$ cat src/rtl/regfile_writeback.sv
// rtl/regfile_writeback.sv - dual-port register file writeback queue
//
// Purpose:
//   Buffers results from the ALU (source A) and the load unit (source B) in
//   per-source FIFOs and drives them into the register file's two write
//   ports, one registered write per port per cycle. When both FIFO heads
//   target the same register, A is written first and B one cycle later, so
//   B's value is the one that survives.
//
// Ports:
//   clock, reset                 rising-edge clock, async active-low reset
//   flush                        synchronous discard of all queued/pending writes
//   a_valid/a_ready/a_dest/a_data  ALU result handshake and payload
//   b_valid/b_ready/b_dest/b_data  load result handshake and payload
//   reg_wr1, reg_wr1_data, reg_wr1_enable   write port 1 (ALU path)
//   reg_wr2, reg_wr2_data, reg_wr2_enable   write port 2 (load path)
//   pend_query, pend_hit         pending-write probe for decode hazard stalls
//
// Configuration:
//   WB_PENDING_EN  when defined, pend_hit reports whether any queued entry or
//                  asserted output stage targets pend_query; otherwise pend_hit
//                  is tied to 0 and no compare logic is built.

module regfile_writeback #(
  parameter int DEPTH = 4,
  parameter int AW    = 6,
  parameter int DW    = 16
) (
  input  logic          clock,
  input  logic          reset,
  input  logic          flush,
  input  logic          a_valid,
  output logic          a_ready,
  input  logic [AW-1:0] a_dest,
  input  logic [DW-1:0] a_data,
  input  logic          b_valid,
  output logic          b_ready,
  input  logic [AW-1:0] b_dest,
  input  logic [DW-1:0] b_data,
  output logic [AW-1:0] reg_wr1,
  output logic [DW-1:0] reg_wr1_data,
  output logic          reg_wr1_enable,
  output logic [AW-1:0] reg_wr2,
  output logic [DW-1:0] reg_wr2_data,
  output logic          reg_wr2_enable,
  input  logic [AW-1:0] pend_query,
  output logic          pend_hit
);

  localparam int PW = $clog2(DEPTH);
  localparam int CW = PW + 1;

  // FIFO storage; only entries inside [rd_ptr, rd_ptr+count) are meaningful
  logic [AW-1:0] a_dest_q [DEPTH];
  logic [DW-1:0] a_data_q [DEPTH];
  logic [AW-1:0] b_dest_q [DEPTH];
  logic [DW-1:0] b_data_q [DEPTH];

  logic [PW-1:0] a_rd_ptr, a_wr_ptr, b_rd_ptr, b_wr_ptr;
  logic [CW-1:0] a_count, b_count;

  logic a_push, b_push, a_pop, b_pop;
  logic a_head_valid, b_head_valid, collide;

  assign a_ready = (a_count != CW'(DEPTH));
  assign b_ready = (b_count != CW'(DEPTH));

  assign a_push = a_valid & a_ready;
  assign b_push = b_valid & b_ready;

  assign a_head_valid = (a_count != '0);
  assign b_head_valid = (b_count != '0);

  // Same destination at both heads: A goes first, B waits one cycle so that
  // the later-arriving load result is the final register value.
  assign collide = a_head_valid & b_head_valid &
                   (a_dest_q[a_rd_ptr] == b_dest_q[b_rd_ptr]);

  assign a_pop = a_head_valid;
  assign b_pop = b_head_valid & ~collide;

  // Payload storage carries no reset; validity is tracked by the counters.
  always_ff @(posedge clock) begin
    if (a_push && !flush) begin
      a_dest_q[a_wr_ptr] <= a_dest;
      a_data_q[a_wr_ptr] <= a_data;
    end
    if (b_push && !flush) begin
      b_dest_q[b_wr_ptr] <= b_dest;
      b_data_q[b_wr_ptr] <= b_data;
    end
  end

  // FIFO pointers and occupancy; pointers wrap naturally at DEPTH
  always_ff @(posedge clock or negedge reset) begin
    if (!reset) begin
      a_rd_ptr <= '0;
      a_wr_ptr <= '0;
      a_count  <= '0;
      b_rd_ptr <= '0;
      b_wr_ptr <= '0;
      b_count  <= '0;
    end else if (flush) begin
      a_rd_ptr <= '0;
      a_wr_ptr <= '0;
      a_count  <= '0;
      b_rd_ptr <= '0;
      b_wr_ptr <= '0;
      b_count  <= '0;
    end else begin
      if (a_push) a_wr_ptr <= a_wr_ptr + 1'b1;
      if (a_pop)  a_rd_ptr <= a_rd_ptr + 1'b1;
      a_count <= a_count + CW'(a_push) - CW'(a_pop);
      if (b_push) b_wr_ptr <= b_wr_ptr + 1'b1;
      if (b_pop)  b_rd_ptr <= b_rd_ptr + 1'b1;
      b_count <= b_count + CW'(b_push) - CW'(b_pop);
    end
  end

  // Registered write ports; address/data only move when an entry issues
  always_ff @(posedge clock or negedge reset) begin
    if (!reset) begin
      reg_wr1        <= '0;
      reg_wr1_data   <= '0;
      reg_wr1_enable <= 1'b0;
      reg_wr2        <= '0;
      reg_wr2_data   <= '0;
      reg_wr2_enable <= 1'b0;
    end else if (flush) begin
      reg_wr1_enable <= 1'b0;
      reg_wr2_enable <= 1'b0;
    end else begin
      reg_wr1_enable <= a_pop;
      reg_wr2_enable <= b_pop;
      if (a_pop) begin
        reg_wr1      <= a_dest_q[a_rd_ptr];
        reg_wr1_data <= a_data_q[a_rd_ptr];
      end
      if (b_pop) begin
        reg_wr2      <= b_dest_q[b_rd_ptr];
        reg_wr2_data <= b_data_q[b_rd_ptr];
      end
    end
  end

`ifdef WB_PENDING_EN
  // Slot i is live when its distance from the read pointer is below count.
  always_comb begin
    logic [PW-1:0] a_off;
    logic [PW-1:0] b_off;
    pend_hit = 1'b0;
    a_off    = '0;
    b_off    = '0;
    if (reg_wr1_enable && (reg_wr1 == pend_query)) pend_hit = 1'b1;
    if (reg_wr2_enable && (reg_wr2 == pend_query)) pend_hit = 1'b1;
    for (int i = 0; i < DEPTH; i++) begin
      a_off = PW'(i) - a_rd_ptr;
      b_off = PW'(i) - b_rd_ptr;
      if (({1'b0, a_off} < a_count) && (a_dest_q[i] == pend_query)) pend_hit = 1'b1;
      if (({1'b0, b_off} < b_count) && (b_dest_q[i] == pend_query)) pend_hit = 1'b1;
    end
  end
`else
  logic unused_pend_query;
  assign unused_pend_query = ^pend_query;
  assign pend_hit = 1'b0;
`endif

endmodule

$ cat config.mk
export PLATFORM = sky130hd
export DESIGN_NAME = regfile_writeback
export DESIGN_NICKNAME = d
export VERILOG_FILES = /design/src/rtl/regfile_writeback.sv
export SDC_FILE = /design/constraint.sdc
export NUM_CORES = 1
export LEC_CHECK = 0
export CORE_MARGIN = 2
export CORE_UTILIZATION = 35
export DETAILED_ROUTE_END_ITERATION = 6
export SLEW_MARGIN = 0
export SYNTH_ARGS = -nofsm -noshare
export SYNTH_HDL_FRONTEND = slang
export SYNTH_SLANG_ARGS = --single-unit
$ cat constraint.sdc
create_clock -name clock -period 3.3 [get_ports clock]
set_input_delay 0.66 -clock clock [delete_from_list [all_inputs] [get_ports clock]]
set_output_delay 0.66 -clock clock [all_outputs]
set_load 0.02 [all_outputs]
==> reports/qor.txt <==
Status: completed
Period utilization: 91.89%
Overall Global Routing Usage: 12.52%
Crit path cell chain: mux4_2 > xor2_1 > nor4_4 > a21oi_1 > xnor2_1 > ha_1 > inv_1 > fa_1 > xnor2_1 > nor2_1
Worst path slowest cell: dfrtp_1
Post-synthesis sequential area ratio: 73.79%
Tot Pwr: 0.009669 W
Layout Nets: 627
First-pass GRT wire length: 26900 µm
Core Footprint: 25910 µm²
Layout area overhead: 23.71%
Synthesized cell area: 9198 µm²
Die H: 166.1 µm
Pin count of the biggest net entering global routing: 61
Sw Ratio: 28.54%
RSZ-0062 raised after global routing: false
Share of post-route cells with drive strength above 1: 24.17%
Fin crit period: 3.032 ns
H-tree depth: 1
Most common cell after layout, fill and taps aside: edfxtp_1
Max-cap violations: 0
LEAKAGE: 4.066 nW
DR pass1 iterations: 4
Clock Latency Late Sink: 0.51 ns
Async set-or-reset flop fraction in the synthesized netlist: 25.42%
Via count: 4251
IO Pins: 104
Gr ovfl total: 0
Reg clk slew, reported paths: 0.06 ns
CP most frequent cell: xnor2_1
Vias in the first global route: 4720
Clock net sink count: 236
Ys flop type: edfxtp_1
Post-synth top area share: 57.46%
# DRC: 0
Fill cell count: 2209
Total net switching power: 0.002760 W
Cell taking the most area after synthesis: edfxtp_1
Final-report max-slew violation count: 0
Cells after synthesis: 429
Fmax: 0.3298 GHz
Setup TNS: 0 ns
DRT iter0 DRCs: 197
Hold_buf cts: 0
Starting Density: 35.50%
Cell variety after synth: 32
Fin. Hold Viols: 0
CP max stage delay: 0.60 ns
Root buf cell: clkbuf_16
Sequential power share: 41.4%
CTS resizes: 0
IO buf count: 96
# Post-CTS Setup Buffers: 0
Rel. slew slack: 40.79%
Avg WL per Cell: 18.60 µm
Syn nets: 497
Setup ws final: 0.2678 ns
Die Area: 27590 µm²
Comb pwr share: 31.8%
Commonest non-fill, non-tap cells in the layout: 176 x edfxtp_1, 95 x clkdlybuf4s50_1, 59 x dfrtp_1
Clock Power Share: 26.9%
Power density cells: 849.8 nW/µm²
DP Cell Count: 869
Finished Layout Cells: 912
CP max FO: 8
Worst vdd ir: 0.0003368 V
Worst setup SP type: register
Critical path class: reg2reg
Top Family by Delay on Critical Path: flip-flops
CP required: 3.68 ns
Worst-Margin Slew: 0.8881 ns
Critical Path End Type: register
Initial antenna violation count: 1
DR vias/cell: 4.661
Post-synth EDFFs: 176
Worst min-delay path category: in2async
Clk_skew: 0.02268 ns
Seq cells post-synth: 236
Area contributors post-synth: edfxtp_1 57%, dfrtp_1 16%, mux4_2 6.4%, mux4_1 5.1%, mux2_2 3.3%
Cell Int Power: 0.006910 W
CP arrival: 3.42 ns
DIE WIDTH: 166.1 µm
Synth warn: 0
Setup WS pre-CTS: 0.1842 ns
Clock tree buffer depth: 3
Final Setup Violations: 0
DP Wirelength: 10800 µm
CTS tree: built
Hold WS: 0.2809 ns
Detailed Route WL: 16960 µm
Post-route ant nets: 0
Synthesized area per cell: 21.44 µm²
Total CTS buffers: 23
WP buf/inv: 1
Placer Congestion: 0.7155
Rows: 59
[sequential cells by signal, indices dropped and copies added, names as in the netlist, 6 cells and up]
name,count
a_data_q,64
a_dest_q,24
b_data_q,64
b_dest_q,24
reg_wr1,6
reg_wr1_data,16
reg_wr2,6
reg_wr2_data,16
[metrics by stage]
stage          cell area, µm²  utilization, %
5_1_grt                 11370           43.89
6_report                11380           43.91
4_1_cts                 11370           43.89
3_5_place_dp            10620           40.98
2_1_floorplan            9198               -
3_3_place_gp            10620           40.98
[power groups by stage]
stage               Combinational (W)  Clock, W  Sequential (W)
detailed placement            0.00312         0         0.00407
finish                        0.00307   0.00260         0.00400
global route                  0.00330   0.00280         0.00406
CTS                           0.00314   0.00268         0.00401
floorplan                     0.00174         0         0.00431
global placement              0.00306         0         0.00405
[layout make-up]
type | instances | area, µm² | share of cell area [%]
diodes | 2 | 5.005 | 0.04399
clock buffers | 25 | 593.1 | 5.212
clock inverters | 16 | 161.4 | 1.419
inverters | 11 | 41.29 | 0.3629
multi-input cells | 165 | 2217 | 19.49
flip-flops and latches | 236 | 6788 | 59.65
well taps | 335 | 419.2 | 3.684
repair buffers | 122 | 1154 | 10.14
[synth_stat cells, types with 6 or more instances]
cell type and number:
mux4_2 26, mux2_4 19, edfxtp_1 176, ha_1 11, xnor2_1 6, xor2_1 8
inv_1 11, and2_1 9, nand2_1 7, nor2_1 15, mux2_2 27, dfrtp_1 60
mux4_1 18
[final timing paths]
kind	start	to	slack, ns	cells past startpoint
max	a_rd_ptr[0]$_DFFE_PN0P_	b_count[2]$_DFF_PN0_	0.27	10
min	reset	reg_wr2_data[1]$_DFFE_PN0P_	0.28	1
max reg2reg	a_rd_ptr[0]$_DFFE_PN0P_	b_count[2]$_DFF_PN0_	0.27	10
min reg2reg	reg_wr1_data[4]$_DFFE_PN0P_	reg_wr1_data[4]$_DFFE_PN0P_	0.51	1
max in group asynchronous	reset	b_rd_ptr[0]$_DFFE_PN0P_	2.41	1
min in group clock	reg_wr1_data[4]$_DFFE_PN0P_	reg_wr1_data[4]$_DFFE_PN0P_	0.51	1
[kinds of logic (layout without fill, tap and decap cells)]
logic type	count (synthesis)	after routing	share of synthesized area, %
buffers and inverters	28	174	2.136
adder cells (fa/ha/maj)	13	13	1.932
other	1	3	0.04077
AO/OA/AOI/OAI	5	5	0.4353
flip-flops	236	236	73.79
AND/OR/NAND/NOR	42	42	2.421
XOR/XNOR	14	14	1.333
multiplexers	90	90	17.92
[layer usage]
metal / part of all wire [%] / vias up / track usage (%)
li1: - / 1954 / -
met1: 41 / 2195 / 15.02
met2: 53 / 84 / 22.75
met3: 4.4 / 18 / 2.669
met4: 1.6 / 0 / 3.592
met5: 0 / - / 0
Note: power is estimated with default switching activity, not from simulation.
